## config.mk

```make
export PLATFORM = sky130hd
export DESIGN_NAME = led_rate_ctrl
export DESIGN_NICKNAME = d
export VERILOG_FILES = /design/src/rtl/led_rate_ctrl.sv
export SDC_FILE = /design/constraint.sdc
export NUM_CORES = 1
export LEC_CHECK = 0
export CORE_AREA = 2 2 94 96
export CTS_CLUSTER_SIZE = 20
export DETAILED_ROUTE_END_ITERATION = 16
export DIE_AREA = 0 0 96 98
export GPL_TIMING_DRIVEN = 0
export PLACE_DENSITY_LB_ADDON = 0.05
export SYNTH_ARGS = -nofsm -noshare
export SYNTH_HDL_FRONTEND = slang
export SYNTH_SLANG_ARGS = --single-unit
export TNS_END_PERCENT = 30
```

## constraint.sdc

```tcl
create_clock -name clk -period 2.6 [get_ports clk]
set_clock_uncertainty 0.1 [all_clocks]
set_input_delay 0.52 -clock clk [delete_from_list [all_inputs] [get_ports clk]]
set_output_delay 0.52 -clock clk [all_outputs]
set_load 0.05 [all_outputs]
```

## src/rtl/led_rate_ctrl.sv

```systemverilog
// led_rate_ctrl: front end for LED_Counter.
// Synchronises SW and the direction button, debounces the button so that each
// accepted press toggles UD, and produces a one-cycle count-enable tick whose
// period is selected by the synchronised SW value.
module led_rate_ctrl #(
    parameter int unsigned DIV0       = 50_000_000,
    parameter int unsigned DIV1       = 25_000_000,
    parameter int unsigned DIV2       = 12_500_000,
    parameter int unsigned DIV3       = 6_250_000,
    parameter int unsigned DEB_CYCLES = 1_000_000,
    parameter int unsigned CW         = 26
) (
    input  logic       clk,
    input  logic       reset,
    input  logic [1:0] SW,
    input  logic       btn_ud,
    output logic       tick,
    output logic       UD,
    output logic [1:0] sw_q
);

    typedef enum logic [1:0] {
        STABLE_LO,
        CHK_HI,
        STABLE_HI,
        CHK_LO
    } deb_state_t;

    localparam logic [CW-1:0] DEB_LAST = CW'(DEB_CYCLES - 1);

    // Synchroniser flops
    logic [1:0]    sw_s1_q;
    logic [1:0]    sw_s2_q;
    logic          btn_s1_q;
    logic          btn_s2_q;

    // Prescaler state
    logic [1:0]    sw_prev_q, sw_prev_d;
    logic [CW-1:0] cnt_q, cnt_d;
    logic          tick_q, tick_d;
    logic [CW-1:0] per_last;
    logic          sw_change;

    // Debounce state
    deb_state_t    deb_state_q;
    logic [CW-1:0] dcnt_q;
    logic          ud_q;

    assign sw_q = sw_s2_q;
    assign tick = tick_q;
    assign UD   = ud_q;

    // Two-flop synchronisers; nothing sits between the stages.
    always_ff @(posedge clk or posedge reset) begin
        if (reset) begin
            sw_s1_q  <= '0;
            sw_s2_q  <= '0;
            btn_s1_q <= 1'b0;
            btn_s2_q <= 1'b0;
        end else begin
            sw_s1_q  <= SW;
            sw_s2_q  <= sw_s1_q;
            btn_s1_q <= btn_ud;
            btn_s2_q <= btn_s1_q;
        end
    end

    // Period selection, SW-change detection and prescaler next state.
    always_comb begin
        unique case (sw_s2_q)
            2'd0:    per_last = CW'(DIV0 - 1);
            2'd1:    per_last = CW'(DIV1 - 1);
            2'd2:    per_last = CW'(DIV2 - 1);
            default: per_last = CW'(DIV3 - 1);
        endcase
        sw_change = (sw_s2_q != sw_prev_q);
        sw_prev_d = sw_s2_q;
        cnt_d     = cnt_q + CW'(1);
        tick_d    = 1'b0;
        if (sw_change) begin
            // Restart the period so the new rate never yields a short or long gap.
            cnt_d = '0;
        end else if (cnt_q == per_last) begin
            cnt_d  = '0;
            tick_d = 1'b1;
        end
    end

    // Prescaler registers with registered tick.
    always_ff @(posedge clk or posedge reset) begin
        if (reset) begin
            sw_prev_q <= '0;
            cnt_q     <= '0;
            tick_q    <= 1'b0;
        end else begin
            sw_prev_q <= sw_prev_d;
            cnt_q     <= cnt_d;
            tick_q    <= tick_d;
        end
    end

    // Debounce FSM; UD toggles only when a high level is accepted.
    always_ff @(posedge clk or posedge reset) begin
        if (reset) begin
            deb_state_q <= STABLE_LO;
            dcnt_q      <= '0;
            ud_q        <= 1'b1;
        end else begin
            unique case (deb_state_q)
                STABLE_LO: begin
                    if (btn_s2_q) begin
                        deb_state_q <= CHK_HI;
                        dcnt_q      <= '0;
                    end
                end
                CHK_HI: begin
                    if (!btn_s2_q) begin
                        deb_state_q <= STABLE_LO;
                    end else if (dcnt_q == DEB_LAST) begin
                        deb_state_q <= STABLE_HI;
                        ud_q        <= ~ud_q;
                    end else begin
                        dcnt_q <= dcnt_q + CW'(1);
                    end
                end
                STABLE_HI: begin
                    if (!btn_s2_q) begin
                        deb_state_q <= CHK_LO;
                        dcnt_q      <= '0;
                    end
                end
                CHK_LO: begin
                    if (btn_s2_q) begin
                        deb_state_q <= STABLE_HI;
                    end else if (dcnt_q == DEB_LAST) begin
                        deb_state_q <= STABLE_LO;
                    end else begin
                        dcnt_q <= dcnt_q + CW'(1);
                    end
                end
                default: begin
                    deb_state_q <= STABLE_LO;
                    dcnt_q      <= '0;
                end
            endcase
        end
    end

endmodule

```

[Word-level counts from Yosys, hierarchy flattened]
Index checks and enable logic that the tools add are counted.
Storage, ports and cells
  input port bits: 5
  memory bits (read-only): 0
  output and inout bits: 4
  RAM bits: 0
  memories kept: 0
  logic and storage cells: 50
  bits in registers: 64
  latch bits: 0
Operators by class
  reduce and logical (&&, ||, !) cells: 5
  multiplexer cells: 18
  add/sub/neg operators: 2
  shift-type cells: 0
  bitwise gates (word level): 1
  $lt $le $gt $ge: 0
  equality and inequality tests: 14
  multiply operators: 0
  divide/modulo/power cells: 0
Operator list (count)
  $mux W26: 7
  $pmux W26 S4: 1
  $pmux W26 S3: 1
  $add A26 B1 Y26 const B: 2
  $eq A26 B20 Y1 const B: 1
  $eq A26 B26 Y1: 1
  $mux W2: 6
  $ne A2 B2 Y1 const B: 4
  $pmux W2 S4: 1
  $reduce_and A4 Y1: 2
  $eq A2 B2 Y1 const B: 3
  $ne A3 B3 Y1 const B: 2
  $eq A2 B1 Y1 const B: 2
  $logic_not A2 Y1: 2
  $reduce_and A3 Y1: 1
  $mux W1: 2
  $ne A2 B2 Y1: 1
  $not A1 Y1: 1

[Logic depth before layout (Yosys ltp)]
Gate-level depths: netlist of run 1.
  depth in word-level cells: 5
  mapped depth: 8
  depth with buffers taken out: 7

[Least setup slack after synthesis of run 1]
Ideal clock, no wire load.
  path type: reg-to-reg
  from: register sw_s2_q[0], in the netlist sw_q[0]
  to: register cnt_q[17]
  path buffers: 2
  arrival time: 2.202 ns
  cell stages (with the launch flop): 8
  library setup time: 0.121 ns
  path slack: 0.176 ns
  clock period less this slack: 2.424 ns
  data required time: 2.379 ns
  path through: dfrtp_1 buf_2 inv_1 maj3_1 a21o_1 o311ai_2 buf_2 nor2_1
Between the ends
  word-level cells in the longest chain between the ends: 5
  elaborated cells between the ends (all ways): 8
  classes of those cells: eq/ne: 4; mux: 3; reduce/logical: 1
RTL lines
  start, declared: RTL line 33  | logic [1:0] sw_s2_q;
  start signal, assigned: RTL line 62  | sw_s2_q <= sw_s1_q;
  $eq A2 B2 Y1 (tied with other cells): RTL line 70  | unique case (sw_s2_q)
  $pmux W26 S3: RTL line 70
  $eq A26 B26 Y1: RTL line 83  | end else if (cnt_q == per_last) begin
  $mux W26: RTL line 83
  $mux W26 *: RTL line 80  | if (sw_change) begin
  net cnt_d[17]: RTL line 39  | logic [CW-1:0] cnt_q, cnt_d;
  end signal, assigned: RTL line 97  | cnt_q <= cnt_d;
  end, declared: RTL line 39
Mark *: on every way through the listed nets, which the timed path passes. The rest lies on a longest branch.
A chain may end at the register's enable or synchronous reset.

[Final worst setup path of run 1]
  from: register sw_s2_q[1], in the netlist sw_q[1]
  to: register cnt_q[10]
The elaborated chain is that of the path after synthesis.

==> results of run 1 <==
kinds of logic (layout without fill, tap and decap cells):
logic type	after synthesis	count (layout)	share of synthesized area, %
AOI/OAI and AO/OA	35	35	7.30
xor gates and xnor gates	39	39	10.3
adders and majority gates	3	3	1.06
buffers and inverters	17	41	2.38
DFF	64	64	48.4
muxes	4	4	1.29
and+or+nand+nor	184	184	29.2
layout by cell type (no fill, tap or decap), types with 4 or more instances in the layout:
cell             netlist  layout
dfrtp_1               63      63
nor2_1                48      48
nand2_1               40      40
nand3_1               30      30
xor2_1                20      20
xnor2_1               19      19
clkbuf_8               1      11
nand4_1               10      10
clkbuf_1               4       9
o21ai_0                9       9
clkdlybuf4s50_1        0       8
inv_1                  8       7
a21oi_1                7       7
and3_1                 5       5
or3_1                  5       5
nor4_1                 5       4
nand2b_1               4       4
a21o_1                 4       4
and4_1                 4       4
buf_2                  4       4
a22o_1                 4       4
nor3_2                 2       4
layer usage:
metal	global-route usage [%]	vias up	share of wire, %
met2	27.2	40	49
li1	-	1255	-
met4	5.71	0	1.2
met1	22.6	1212	46
met5	0	-	0
met3	4.94	6	4.0
area by class of cell:
type,instances,area [um^2]
Fill cell,824,4750
Multi-Input combinational cell,265,1650
Sequential cell,64,1600
Clock buffer,15,156
Tap cell,108,135
Timing Repair Buffer,8,80.1
Buffer,9,48.8
Inverter,8,32.5
Clock inverter,1,5.00
stage by stage:
step,instances,hold WS (ns)
2_1_floorplan,346,0.231
3_3_place_gp,462,0.235
3_5_place_dp,462,0.237
4_1_cts,478,0.260
5_1_grt,478,0.272
6_report,478,0.256
worst max-delay path: cells and delay by family, from the launching register on:
kind | cells | cell delay [ns]
and+or+nand+nor | 3 | 0.41
DFF | 1 | 0.42
AOI/OAI and AO/OA | 3 | 0.85
buffers and inverters | 2 | 0.50
power by group through the flow:
stage / registers, mW / logic (mW) / clock network [mW]
after global routing: 1.05 / 0.149 / 0.830
final: 1.05 / 0.129 / 0.735
after CTS: 1.05 / 0.130 / 0.768
after floorplan: 1.06 / 0.0868 / 0
after detailed placement: 1.07 / 0.130 / 0
after global placement: 1.07 / 0.130 / 0
registers in the layout, indices dropped and copies added, names as in the netlist, named ones only:
register / flops
cnt_q: 26
btn_s1_q: 1
sw_prev_q: 2
btn_s2_q: 1
deb_state_q: 1
tick: 1
UD: 1
dcnt_q: 26
sw_s1_q: 2
sw_q: 2
cells in the mapped netlist (all sizes together), types with 4 or more instances:
master,number
clkbuf,5
xnor2,19
nor4,5
buf,4
nor3,7
nand3,31
a22o,4
o21ai,9
nand2,40
a21o,4
a21oi,7
nand2b,4
nand4,11
nor2,48
and3,7
xor2,20
and4,4
dfrtp,63
inv,8
or3,8
path summary, 6_finish.rpt:
check	slack (ns)	depth (start not counted)	startpoint	end
setup / recovery	0.19	8	sw_q[1]$_DFF_PP0_	cnt_q[10]$_DFF_PP0_
hold / removal	0.26	0	btn_s1_q$_DFF_PP0_	btn_s2_q$_DFF_PP0_
setup reg to reg	0.19	8	sw_q[1]$_DFF_PP0_	cnt_q[10]$_DFF_PP0_
hold reg to reg	0.26	0	btn_s1_q$_DFF_PP0_	btn_s2_q$_DFF_PP0_
max in group asynchronous	1.29	2	reset	cnt_q[2]$_DFF_PP0_
min in group asynchronous	0.59	2	reset	dcnt_q[18]$_DFFE_PP0P_
==> out/results.ini, run 1 <==
[clocking]
clock_sinks = 64
worstSkewPairLatency_ns = 0.34
htree_levels = 3
cts_tree = built
post_cts_buffers = 0
cts_buffers = 9
hold_buffers = 0
cts_root_buf = clkbuf_8
clockBufferDepth = 2
clkSlewWorstSetupHoldPaths_ns = 0.07
ctsResizeCount = 0

[route]
drt_iter0_markers = 80
wl_mm = 6.97
vias = 2513
viasPerCell = 5.26
ant_nets = 0
drc_errors = 0
drt-wirelength-per-cell_um = 14.6
dr.pass1.iters = 4

[synthesis]
synth_top_area_cell = dfrtp_1
yosysSeqAreaShare_pct = 48.4
syn_area_um2 = 3310
syn_nets = 353
synth_cell_type_count = 50
synth_edf_count = 0
yosys_warnings = 0
synthTopCellsByArea = dfrtp_1 48%, nor2_1 5.4%, xor2_1 5.3%, xnor2_1 5.0%, nand2_1 4.5%
ys.flop_type = dfrtp_1
synth_top_area_share_pct = 47.7
synth.avg_cell_area_um2 = 9.56
synth-async-reset-ratio_pct = 100
synth_cells = 346
ys_seq_elements = 64

[final_layout]
area_growth_pct = 12.3
final_core_util_pct = 43.9
layout-drive-gt1-share_pct = 10.3
nets = 372
finalInstanceArea_um2 = 3710
antenna_cells = 0

[die]
fp.dieArea_um2 = 9410
design.core.area_um2 = 8470
start_util_pct = 39.1
io_pins = 9
die_y_um = 98
fp.dieW_um = 96
row_count = 34

[hold_path]
hold_path.class = reg -> reg

[place]
port_buffers = 8
placed_area_um2 = 3530
post-dp-hpwl_mm = 4.77
place.gp.congestion = 0.819
dp_slack_ns = 0.0784

[global_routing]
grt_pass1_wl_mm = 12.8
grt.overflow.total = 0
grt_max_degree = 65
grt_pass1_vias = 2545
grt_use_total_pct = 17.3
antenna_found_initial = 0

[power]
p_seq_share_pct = 54.8
swShare_pct = 24.9
switchingPower_mw = 0.476
clkPwrFrac_pct = 38.4
peakVddDrop_mv = 0.239
power.density_nw_per_um2 = 515
pwr-share-comb_pct = 6.7
p_int_mw = 1.44
power.leakage_nw = 1.50
finalPower_mw = 1.91

[setup_path]
arrival_ns = 2.53
critical_path.most_common_cell = buf_2
path_cells = buf_2 -> nand2b_1 -> a311oi_1 -> a21o_1 -> nand3_1 -> o311ai_4 -> buf_2 -> nor2_1
cp-end-kind = register
crit_type = reg -> reg
slowest_stage = dfrtp_1
cp.required_ns = 2.71
critPathMaxFanout = 10
crit_path_start_kind = register
cpPeakStageDelay_ns = 0.42

[sta]
layout_min_cycle_time_ns = 2.41
tightest_slew_ns = 0.798
setup_tns_ns = 0
drv_slew = 0
maxClockFrequency_mhz = 415
hold_viol_final = 0
max_slew_margin_pct = 46.8
layout_setup_ws_ns = 0.188
period_share_pct = 92.8
setup_viol = 0
rsz0062_at_grt = no

[run_status]
outcome = finished, final reports clean

[job]
max-cap-violations = 0

(Power assumes the default switching activity.)
==> run 2, diff against run 1 <==
- CELL_PAD_IN_SITES_DETAIL_PLACEMENT: unset -> 1
- CELL_PAD_IN_SITES_GLOBAL_PLACEMENT: unset -> 2
==> out/results.ini, run 2 (synthesized netlist as in run 1, its figures left out) <==
[route]
met1_length_mm = 3.74  ; +16%
vias = 2589  ; +3.0%
met3_length_um = 184  ; -33%
drc_errors = 0  ; unchanged
drt_iter0_markers = 43  ; -46%
wl_mm = 8.08  ; +16%
dr.pass1.iters = 4  ; unchanged
top_layer = met4
drt-wirelength-per-cell_um = 16.9  ; +16%
viasPerCell = 5.43  ; +3.2%
wl_met2_mm = 4.00  ; +18%
ant_nets = 0  ; unchanged

[clocking]
worstSkewPairLatency_ns = 0.35  ; about the same
cts_buffers = 9  ; unchanged
clkSlewWorstSetupHoldPaths_ns = 0.07  ; about the same
clockBufferDepth = 2  ; unchanged
htree_levels = 3  ; unchanged
post_cts_buffers = 0  ; unchanged
cts_tree = built
clock_sinks = 64  ; unchanged
hold_buffers = 0  ; unchanged
cts_root_buf = clkbuf_8

[sta]
hold_viol_final = 0  ; unchanged
setup_tns_ns = 0  ; unchanged
period_share_pct = 93.4  ; +0.63 points
rsz0062_at_grt = no
tightest_slew_ns = 0.888  ; +0.0899 ns
drv_slew = 0  ; unchanged
setup_viol = 0  ; unchanged
max_slew_margin_pct = 40.6  ; -6.2 points
layout_min_cycle_time_ns = 2.43  ; +0.0164 ns
maxClockFrequency_mhz = 412  ; -0.67%
hold_slack_ns = 0.250  ; -0.00647 ns

[final_layout]
nets = 372  ; unchanged
layout_common_cells = 63 x dfrtp_1, 48 x nor2_1, 40 x nand2_1
area_growth_pct = 14.3
antenna_cells = 0  ; unchanged
seq_area_um2 = 1600  ; unchanged
layout-drive-gt1-share_pct = 11.1  ; +0.84 points
reg_top3 = cnt_q: 26 flops, dcnt_q: 26 flops
finalInstanceArea_um2 = 3780  ; +1.8%
multi_input_area_um2 = 1660  ; +0.53%
fillCellCount = 984  ; +19%
layout_commonest_cell = dfrtp_1

[global_routing]
antenna_found_initial = 0  ; unchanged
grt_pass1_vias = 2697  ; +6.0%
grt.overflow.total = 0  ; unchanged
grt_max_degree = 65  ; unchanged
grt_use_total_pct = 18.9  ; +1.6 points
grt_pass1_wl_mm = 13.8  ; +8.3%

[place]
post-dp-hpwl_mm = 5.55  ; +16%
place.gp.congestion = 0.821  ; +0.20%
port_buffers = 8  ; unchanged
placed_area_um2 = 3530  ; unchanged

[setup_path]
crit_type = reg -> reg
cp-end-kind = register
r2r-end = dcnt_q[11]$_DFFE_PP0P_
critPathMaxFanout = 10  ; unchanged
reg2reg_slack_ns = 0.17  ; -0.02 ns
crit_end = dcnt_q[11]$_DFFE_PP0P_
reg2regPathDepth = 4  ; -4
arrival_ns = 2.60  ; +0.07 ns
crit_path_start_kind = register
cp.required_ns = 2.77  ; +0.06 ns

[die]
fp.dieW_um = 96  ; unchanged
design.core.area_um2 = 8470  ; unchanged
io_pins = 9  ; unchanged
die_y_um = 98  ; unchanged
start_util_pct = 39.1  ; unchanged
fp.dieArea_um2 = 9410  ; unchanged
row_count = 34  ; unchanged

[power]
power.leakage_nw = 1.55  ; +3.2%
peakVddDrop_mv = 0.279  ; +17%
power.density_nw_per_um2 = 568  ; +10%

[hold_path]
hold_path.class = reg -> reg

[job]
max-cap-violations = 0  ; unchanged

[run_status]
outcome = finished, final reports clean

[run 2: cell types whose count changed in the layout (fill, tap and decap cells not counted), sizes merged]
cell,delta
clkbuf,-3
bufinv,+2
[run 2: worst min-delay path by stage]
stage / slack [ns] / end / cells after the start / start
2_1_floorplan: 0.23 / btn_s2_q$_DFF_PP0_ / 0 / btn_s1_q$_DFF_PP0_
3_3_place_gp: 0.24 / btn_s2_q$_DFF_PP0_ / 0 / btn_s1_q$_DFF_PP0_
6_report: 0.25 / btn_s2_q$_DFF_PP0_ / 0 / btn_s1_q$_DFF_PP0_
3_5_place_dp: 0.24 / btn_s2_q$_DFF_PP0_ / 0 / btn_s1_q$_DFF_PP0_
5_1_grt: 0.28 / sw_q[0]$_DFF_PP0_ / 0 / sw_s1_q[0]$_DFF_PP0_
4_1_cts: 0.26 / btn_s2_q$_DFF_PP0_ / 0 / btn_s1_q$_DFF_PP0_
[run 2: repair_timing]
| item | CTS | global route |
|---|---|---|
| endpoints found under the setup margin | 1 | 23 |
| gates resized for setup | 1 | 4 |
| pin swaps | 0 | 1 |
[run 2: final cells by class]
| type | instances | share of cell area [%] |
|---|---|---|
| inverter | 8 | 0.860 |
| buffer | 9 | 1.29 |
| clock buffer | 12 | 4.10 |
| timing repair buffer | 8 | 2.12 |
| tap | 108 | 3.57 |
| clock inverter | 3 | 1.72 |
| sequential | 64 | 42.4 |
| multi-input combinational | 265 | 43.9 |
[run 2: critical path, stage by stage (launching register included)]
cell     delay (ns)
dfrtp_1        0.42
xor2_1         0.73
nand2_1        0.47
or3_2          0.55
o21ai_0        0.08
[run 2: per-stage QoR]
step	total power [mW]	cells	setup slack [ns]	util, %
4_1_cts	2.19	477	0.0449	44.3
2_1_floorplan	1.15	346	0.176	-
5_1_grt	2.24	477	0.00877	44.7
6_report	2.15	477	0.171	44.7
3_5_place_dp	1.20	462	0.00591	41.6
3_3_place_gp	1.20	462	-0.868	41.6
[run 2: power breakdown]
| part | internal (mW) | switching, mW |
|---|---|---|
| Combinational | 0.0440 | 0.0884 |
| Clock | 0.586 | 0.385 |
| Sequential | 1.02 | 0.0282 |
[run 2: per-layer routing]
layer / vias up / GRT usage (%)
met5: - / 0
met4: 0 / 6.92
met3: 14 / 4.24
met2: 24 / 31.5
met1: 1297 / 23.6
li1: 1254 / -
==> run 3, diff against run 2 <==
- CTS_BUF_LIST: unset -> sky130_fd_sc_hd__clkbuf_8 sky130_fd_sc_hd__clkbuf_16
==> out/results.ini, run 3 (synthesized netlist as in run 1, its figures left out) <==
[global_routing]
grt.overflow.total = 0  ; unchanged
grt_pass1_wl_mm = 13.8  ; unchanged
grt_max_degree = 65  ; unchanged
grt_pass1_vias = 2697  ; unchanged
antenna_found_initial = 0  ; unchanged
grt_use_total_pct = 18.9  ; unchanged

[route]
dr.pass1.iters = 4  ; unchanged
viasPerCell = 5.43  ; unchanged
drt_iter0_markers = 43  ; unchanged
wl_mm = 8.07  ; about the same
drc_errors = 0  ; unchanged
vias = 2589  ; unchanged
drt-wirelength-per-cell_um = 16.9  ; about the same
ant_nets = 0  ; unchanged

[die]
fp.dieArea_um2 = 9410  ; unchanged
start_util_pct = 39.1  ; unchanged
io_pins = 9  ; unchanged
die_y_um = 98  ; unchanged
design.core.area_um2 = 8470  ; unchanged
fp.dieW_um = 96  ; unchanged
row_count = 34  ; unchanged

[setup_path]
cp.required_ns = 2.77  ; about the same
cp-end-kind = register
critPathMaxFanout = 10  ; unchanged
r2r-end = dcnt_q[11]$_DFFE_PP0P_
crit_type = reg -> reg
reg2regPathDepth = 4  ; unchanged
arrival_ns = 2.60  ; about the same
reg2reg_slack_ns = 0.17  ; about the same
crit_path_start_kind = register

[hold_path]
hold_path_depth = 0  ; unchanged
worstHoldStart = btn_s1_q$_DFF_PP0_
whs_endpoint = btn_s2_q$_DFF_PP0_
hold_path.class = reg -> reg

[final_layout]
layout_commonest_cell = dfrtp_1
nets = 372  ; unchanged
final_core_util_pct = 44.7  ; unchanged
fillCellCount = 984  ; unchanged
layout_common_cells = 63 x dfrtp_1, 48 x nor2_1, 40 x nand2_1
antenna_cells = 0  ; unchanged
layout-drive-gt1-share_pct = 11.1  ; unchanged
area_growth_pct = 14.3  ; unchanged
reg_top3 = cnt_q: 26 flops, dcnt_q: 26 flops

[place]
port_buffers = 8  ; unchanged
dp_slack_ns = 0.00591  ; unchanged
post-dp-hpwl_mm = 5.55  ; unchanged
place.gp.congestion = 0.821  ; unchanged

[sta]
setup_viol = 0  ; unchanged
max_slew_margin_pct = 40.3  ; -0.36 points
layout_min_cycle_time_ns = 2.43  ; +0.00506 ns
rsz0062_at_grt = no
maxClockFrequency_mhz = 411  ; -0.21%
period_share_pct = 93.6  ; +0.19 points
hold_viol_final = 0  ; unchanged
drv_slew = 0  ; unchanged
tightest_slew_ns = 0.893  ; +0.00538 ns
layout_setup_ws_ns = 0.166  ; -0.00506 ns

[clocking]
clkSlewWorstSetupHoldPaths_ns = 0.07  ; about the same
clock_sinks = 64  ; unchanged
hold_buffers = 0  ; unchanged
worstSkewPairLatency_ns = 0.35  ; about the same
clockBufferDepth = 2  ; unchanged
cts_buffers = 9  ; unchanged
post_cts_buffers = 0  ; unchanged
cts_tree = built
cts_root_buf = clkbuf_8
htree_levels = 3  ; unchanged

[run_status]
outcome = finished, final reports clean

[power]
peakVddDrop_mv = 0.280  ; about the same
power.density_nw_per_um2 = 567  ; -0.24%
finalPower_mw = 2.14  ; -0.24%
power.leakage_nw = 1.55  ; +0.27%

[job]
max-cap-violations = 0  ; unchanged

==> run 3: repair_timing <==
item	4_1_cts	5_1_grt
pin swaps	0	1
gates resized for setup	1	4
endpoints found under the setup margin	1	23
==> run 3: worst max-delay path by stage <==
stage,endpoint,start,cells after the start
2_1_floorplan,cnt_q[17]$_DFF_PP0_,sw_q[0]$_DFF_PP0_,7
3_3_place_gp,dcnt_q[17]$_DFFE_PP0P_,reset,2
3_5_place_dp,dcnt_q[20]$_DFFE_PP0P_,dcnt_q[0]$_DFFE_PP0P_,6
4_1_cts,cnt_q[21]$_DFF_PP0_,cnt_q[5]$_DFF_PP0_,7
5_1_grt,cnt_q[12]$_DFF_PP0_,sw_q[1]$_DFF_PP0_,8
6_report,dcnt_q[11]$_DFFE_PP0P_,register,4
==> run 3: final cells by class <==
cell class                 instances  area (um^2)  area share (%)
sequential                        64         1600            42.4
tap                              108          135            3.57
inverter                           8         32.5           0.860
clock inverter                     4         68.8            1.82
multi-input combinational        265         1660            43.9
clock buffer                      11          151            4.00
timing repair buffer               8         80.1            2.12
buffer                             9         48.8            1.29
==> run 3: power breakdown <==
part	internal, mW	switching [mW]	total, mW
clock	0.582	0.384	0.966
sequential	1.02	0.0282	1.05
combinational	0.0440	0.0884	0.132
total	1.64	0.500	2.14
==> run 3: stage by stage <==
stage                     TNS [ns]  hold slack [ns]  std cells  area [um^2]
after detailed placement         0            0.238        462         3530
after global routing             0            0.277        477         3780
after floorplan                  0            0.231        346         3310
after global placement      -54.70            0.236        462         3520
after CTS                        0            0.262        477         3750
final                            0            0.250        477         3780
==> run 3: per-layer routing <==
layer  GRT usage (%)  part of all wire (%)  wire (um)  vias to the layer above
met3            4.24                   2.2        177                       14
met5               0                     0          0                        -
met2            31.5                    50       4000                       23
met1            23.6                    46       3740                     1298
met4            6.92                   1.9        150                        0
li1                -                     -          -                     1254
==> run 3: worst max-delay path, stage by stage, from the launching register on <==
cell and delay, ns:
dfrtp_1 0.42, xor2_1 0.73, nand2_1 0.47, or3_2 0.55, o21ai_0 0.08
